==> config.mk <==
export PLATFORM = sky130hd
export DESIGN_NAME = note_sequencer
export DESIGN_NICKNAME = d
export VERILOG_FILES = /design/src/rtl/note_sequencer.sv
export SDC_FILE = /design/constraint.sdc
export NUM_CORES = 1
export LEC_CHECK = 0
export CAP_MARGIN = 20
export CELL_PAD_IN_SITES_DETAIL_PLACEMENT = 0
export CELL_PAD_IN_SITES_GLOBAL_PLACEMENT = 1
export CORE_ASPECT_RATIO = 0.5
export CORE_MARGIN = 3
export CORE_UTILIZATION = 31
export CTS_CLUSTER_SIZE = 12
export DETAILED_ROUTE_END_ITERATION = 8
export GPL_ROUTABILITY_DRIVEN = 0
export PLACE_DENSITY = 0.66
export SYNTH_ARGS = -nofsm -noshare
export SYNTH_HDL_FRONTEND = slang
export SYNTH_SLANG_ARGS = --single-unit
==> constraint.sdc <==
create_clock -name clk -period 7.45 [get_ports clk]
set_input_delay 1.1175 -clock clk [delete_from_list [all_inputs] [get_ports clk]]
set_output_delay 1.1175 -clock clk [all_outputs]
set_load 0.02 [all_outputs]
==> src/rtl/note_sequencer.sv <==
// Step sequencer that plays a pattern of notes/rests to a synth voice.
// Each step lasts T clk cycles; trig is held for the first G cycles.
module note_sequencer #(
    parameter int STEPS  = 8,
    parameter int TICK_W = 16,
    localparam int AW    = $clog2(STEPS)
) (
    input  logic              clk,
    input  logic              rst,
    input  logic              en,
    input  logic              wr_en,
    input  logic [AW-1:0]     wr_addr,
    input  logic [12:0]       wr_data,
    input  logic [TICK_W-1:0] tempo,
    input  logic [TICK_W-1:0] gate_len,
    input  logic [AW-1:0]     last_step,
    output logic              trig,
    output logic [11:0]       osc_count,
    output logic [AW-1:0]     step,
    output logic              busy
);

    typedef enum logic [1:0] {
        IDLE = 2'd0,
        GATE = 2'd1,
        REST = 2'd2
    } state_t;

    state_t              state_q, state_d;
    logic [TICK_W-1:0]   tick_q, tick_d;
    logic [AW-1:0]       step_q, step_d;
    logic                trig_d;
    logic [11:0]         osc_d;
    logic                busy_d;
    logic [12:0]         pattern [STEPS];

    logic [TICK_W-1:0]   t_eff;
    logic [TICK_W-1:0]   t_m1;
    logic [TICK_W-1:0]   g_eff;
    logic                at_boundary;
    logic                at_gate_end;
    logic [AW-1:0]       step_nxt;
    logic                load;
    logic [AW-1:0]       load_idx;
    logic [12:0]         slot_sel;

    // Effective step length and gate length, sampled live every cycle.
    always_comb begin
        t_eff       = (tempo == '0) ? TICK_W'(1) : tempo;
        t_m1        = t_eff - TICK_W'(1);
        g_eff       = (gate_len < t_m1) ? gate_len : t_m1;
        at_boundary = (tick_q == t_m1);
        at_gate_end = (tick_q == g_eff - TICK_W'(1));
        step_nxt    = (step_q >= last_step) ? '0 : step_q + AW'(1);
    end

    // Pattern storage; writes land in any state, reset turns every slot into a rest.
    always_ff @(posedge clk) begin
        if (rst) begin
            for (int i = 0; i < STEPS; i++) begin
                pattern[i] <= '0;
            end
        end else if (wr_en) begin
            pattern[wr_addr] <= wr_data;
        end
    end

    // State register plus the registered outputs that travel with it.
    always_ff @(posedge clk) begin
        if (rst) begin
            state_q   <= IDLE;
            tick_q    <= '0;
            step_q    <= '0;
            trig      <= 1'b0;
            osc_count <= '0;
            busy      <= 1'b0;
        end else begin
            state_q   <= state_d;
            tick_q    <= tick_d;
            step_q    <= step_d;
            trig      <= trig_d;
            osc_count <= osc_d;
            busy      <= busy_d;
        end
    end

    // Next-state logic; the step boundary wins over the gate ending.
    always_comb begin
        state_d  = state_q;
        tick_d   = tick_q;
        step_d   = step_q;
        load     = 1'b0;
        load_idx = step_q;
        unique case (state_q)
            IDLE: begin
                tick_d = '0;
                step_d = '0;
                if (en) begin
                    load     = 1'b1;
                    load_idx = '0;
                end
            end
            default: begin
                if (!en) begin
                    state_d = IDLE;
                    tick_d  = '0;
                    step_d  = '0;
                end else if (at_boundary) begin
                    load     = 1'b1;
                    load_idx = step_nxt;
                    step_d   = step_nxt;
                    tick_d   = '0;
                end else begin
                    tick_d = tick_q + TICK_W'(1);
                    if (state_q == GATE && at_gate_end) begin
                        state_d = REST;
                    end
                end
            end
        endcase
        // Slot is read from the current register contents, before any same-cycle write.
        slot_sel = pattern[load_idx];
        if (load) begin
            state_d = (slot_sel[12] && g_eff != '0) ? GATE : REST;
        end
    end

    // Output logic: next values of the registered trig/osc_count/busy.
    always_comb begin
        trig_d = (state_d == GATE);
        busy_d = (state_d != IDLE);
        osc_d  = osc_count;
        if (load && state_d == GATE) begin
            osc_d = slot_sel[11:0];
        end
    end

    assign step = step_q;

endmodule

==> summary.md <==
| Metric | Value |
|---|---|
| Final Max Slew Viols | `0` |
| Number of global-route vias before repair | `around 7200` |
| Psw | `0.527 mW` |
| Worst reg2reg path depth | `12` |
| Hold path startpoint | `osc_count[10]` |
| Synthesized Nets | `953` |
| CTS Hold Bufs | `0` |
| Row count | `43` |
| CTS tree | `built` |
| Antenna viol nets, final | `0` |
| Buffers on Ports | `71` |
| DR WL/cell | `18.8 microns` |
| Setup violations, final | `0` |
| Relative slew margins | `33.4%` |
| Fillers | `around 2700` |
| First-pass GRT wire length | `40.0 mm` |
| CP required | `7750 ps` |
| CP startpoint kind | `input pin` |
| Status | `finished clean` |
| Die X | `about 250 microns` |
| Fin nets | `1043` |
| Sequential share of the synthesized area | `43.1%` |
| Clock Tree Buf Depth | `2` |
| Largest net degree at the start of global routing | `29` |
| Hold Path Stages | `2` |
| Pleak | `between 3 and 4 nW` |
| Worst Clk Skew | `12.5 ps` |
| DRT Pass-1 Iters | `5` |
| Max Clk Rate | `around 140 MHz` |
| Critical path data arrival time | `about 7300 ps` |
| # DRC | `0` |
| Yosys top cell area share | `35.2%` |
| Post-route cell area | `between 10000 and 15000 sq um` |
| Switching share of power | `around 25%` |
| H-Tree Depth | `4` |
| Post-synth EDFFs | `104` |
| Hold worst-path end | `osc_count[10]` |
| Combinational share of power | `between 10% and 20%` |
| Most used DFF post-synth | `edfxtp_1` |
| Clock tree sinks | `139` |
| Top-count cell post-synth | `and2_1` |
| Initial DRC count | `430` |
| Tcrit/Tclk final | `93.7%` |
| Post-synth ARST share | `0%` |
| Worst-path clk slew | `60 ps` |
| Hold slack | `approximately 470 ps` |
| Post-DP HPWL | `around 19 mm` |
| Ranking of synthesized cells by area | `edfxtp_1 35%, dfxtp_1 7.9%, mux2i_1 7.9%` |
| Die Footprint | `between 30000 and 40000 sq um` |
| Core Region | `around 28000 sq um` |
| Pint | `1.57 mW` |
| Post-synthesis area per instance | `10.1 sq um` |
| Reg2reg start | `tick_q[1]` |
| Post-CTS Repair Setup Buffers | `0` |
| Starting Density | `31.8%` |
| Worst-margin pin slew | `between 900 and 1000 ps` |
| Flop2flop setup slack | `3360 ps` |
| N_diodes | `0` |
| Gr usage total | `16.7%` |
| Post-synth top cells | `109 x and2_1, 104 x edfxtp_1, 70 x mux2i_1` |
| Via Count | `7024` |
| Netlist cell types | `79` |
| # IOs | `72` |
| Seq pwr share | `42.3%` |
| Clock Latency Late Sink | `410 ps` |
| VDD IR max | `0.180 mV` |
| Setup TNS | `0 ps` |
| Critical path peak fanout | `5` |
| Crit. Startpoint | `tempo[11]` |
| RR Endpoint | `osc_count[6]` |
| Clock period minus final worst setup slack | `6980 ps` |
| Final hold vios | `0` |
| Max Cap Viol | `0` |
| Die height | `126 microns` |
| Synth area leader | `edfxtp_1` |
| Routed WL | `25.6 mm` |
| Synth Warn # | `0` |
| RSZ-0062 raised after global routing | `false` |
| PD cells | `193 nW/um^2` |
| Clk root buf | `clkbuf_16` |
| Hold Crit Class | `flop to flop` |
| CTS buffer count | `17` |
| Post-DR vias/cell | `5.16` |
| Crit Path Class | `input pin to flop` |
| Share of post-route cells with drive strength above 1 | `12.0%` |
| Clock group share of total power | `43.8%` |
| Gate count of the mapped netlist | `877` |
| Area Overhead vs Synth | `22.4%` |
| Flops & latches, synth | `around 140` |
| Total congestion overflow | `0` |
| Crit. End Element | `flop` |
| Dpl cell area | `approximately 10000 sq um` |
| Antenna violations before repair | `0` |
| Synthesized area | `a little under 9000 sq um` |
## metal layers
layer | part of all wire (%) | track usage (%) | vias up
met5 | 0 | 0 | -
met4 | 1.1 | 3.81 | 0
met3 | 4.0 | 2.94 | 20
met2 | 49 | 29.4 | 168
met1 | 46 | 21.4 | 3401
li1 | - | - | 3435
## placed cells by master (no fill, tap or decap), types with 17 or more instances in the layout
cell type	Yosys	routed
edfxtp_1	104	104
o22ai_1	23	23
clkdlybuf4s50_1	0	71
mux2i_1	70	70
dfxtp_1	35	35
and2_1	109	109
xnor2_1	36	36
nor3_1	25	25
nor2_1	52	52
inv_1	26	26
nand3_1	26	26
nand2b_1	18	18
ha_1	21	21
buf_4	0	46
nand2_1	40	40
o21ai_0	25	19
clkbuf_16	0	17
## worst max path at each step
stage | endpoint
global route | state_q[1]
CTS | state_q[1]
floorplan | state_q[1]
detailed placement | state_q[1]
finish | trig
global placement | state_q[1]
## through the flow
step           util, %  total power [mW]  worst slack [ps]  cells
2_1_floorplan        -              1.06               118    877
3_3_place_gp      36.6              1.19               152   1330
3_5_place_dp      36.6              1.19              6.80   1330
4_1_cts           38.8              2.11               377   1362
5_1_grt           38.9              2.17              38.5   1362
6_report          38.9              2.09               472   1362
## registers in the layout (all words and copies together) (netlist names)
signal and cells:
pattern 104, busy 1, osc_count 12, state_q 2
tick_q 16, step 3, trig 1
## area by class of cell
type	instances	area, sq um	area share [%]
clock buffer	18	429	3.95
sequential	139	3820	35.2
inverter	28	105	0.968
multi-input combinational	664	4760	43.8
timing repair buffer	117	1060	9.72
clock inverter	14	208	1.91
tap	382	478	4.40
## critical path, stage by stage
cell and delay (ps):
clkdlybuf4s50_1 420, or4_4 600, nor4_4 320, a21oi_1 140, ha_1 250, nor3b_2 180
and3_1 190, xor2_1 220, inv_1 140, ha_1 290, nand4_1 110, or2_2 330
o31a_1 370, a21oi_2 250, mux2i_1 310, ha_1 260, nand2_1 100, nor3_1 180
xnor2_1 100, mux2i_1 250, xnor2_1 90, or4_1 540, nor3_1 160, nand4_1 160
and3_1 190
## logic make-up (layout without fill, tap and decap cells)
kind of cell	count (synthesis)	count (layout)	share of synthesized area, %
muxes	74	74	8.41
and+or+nand+nor	354	354	22.7
buffers and inverters	74	177	3.51
AOI/OAI and AO/OA	162	162	13.8
DFF	139	139	43.1
xor gates and xnor gates	53	53	5.56
adders and majority gates	21	21	2.96
## power by group through the flow
stage / registers (mW) / logic (mW) / clock network [mW]
2_1_floorplan: 0.903 / 0.160 / 0
3_3_place_gp: 0.901 / 0.286 / 0
3_5_place_dp: 0.902 / 0.288 / 0
4_1_cts: 0.886 / 0.290 / 0.934
5_1_grt: 0.890 / 0.317 / 0.964
6_report: 0.886 / 0.291 / 0.918
## timing repair
item,CTS,global route
hold endpoints to repair,0,0
setup endpoints to repair,0,1
resized for setup,0,4
No activity file was read; power rests on OpenSTA's default activity.
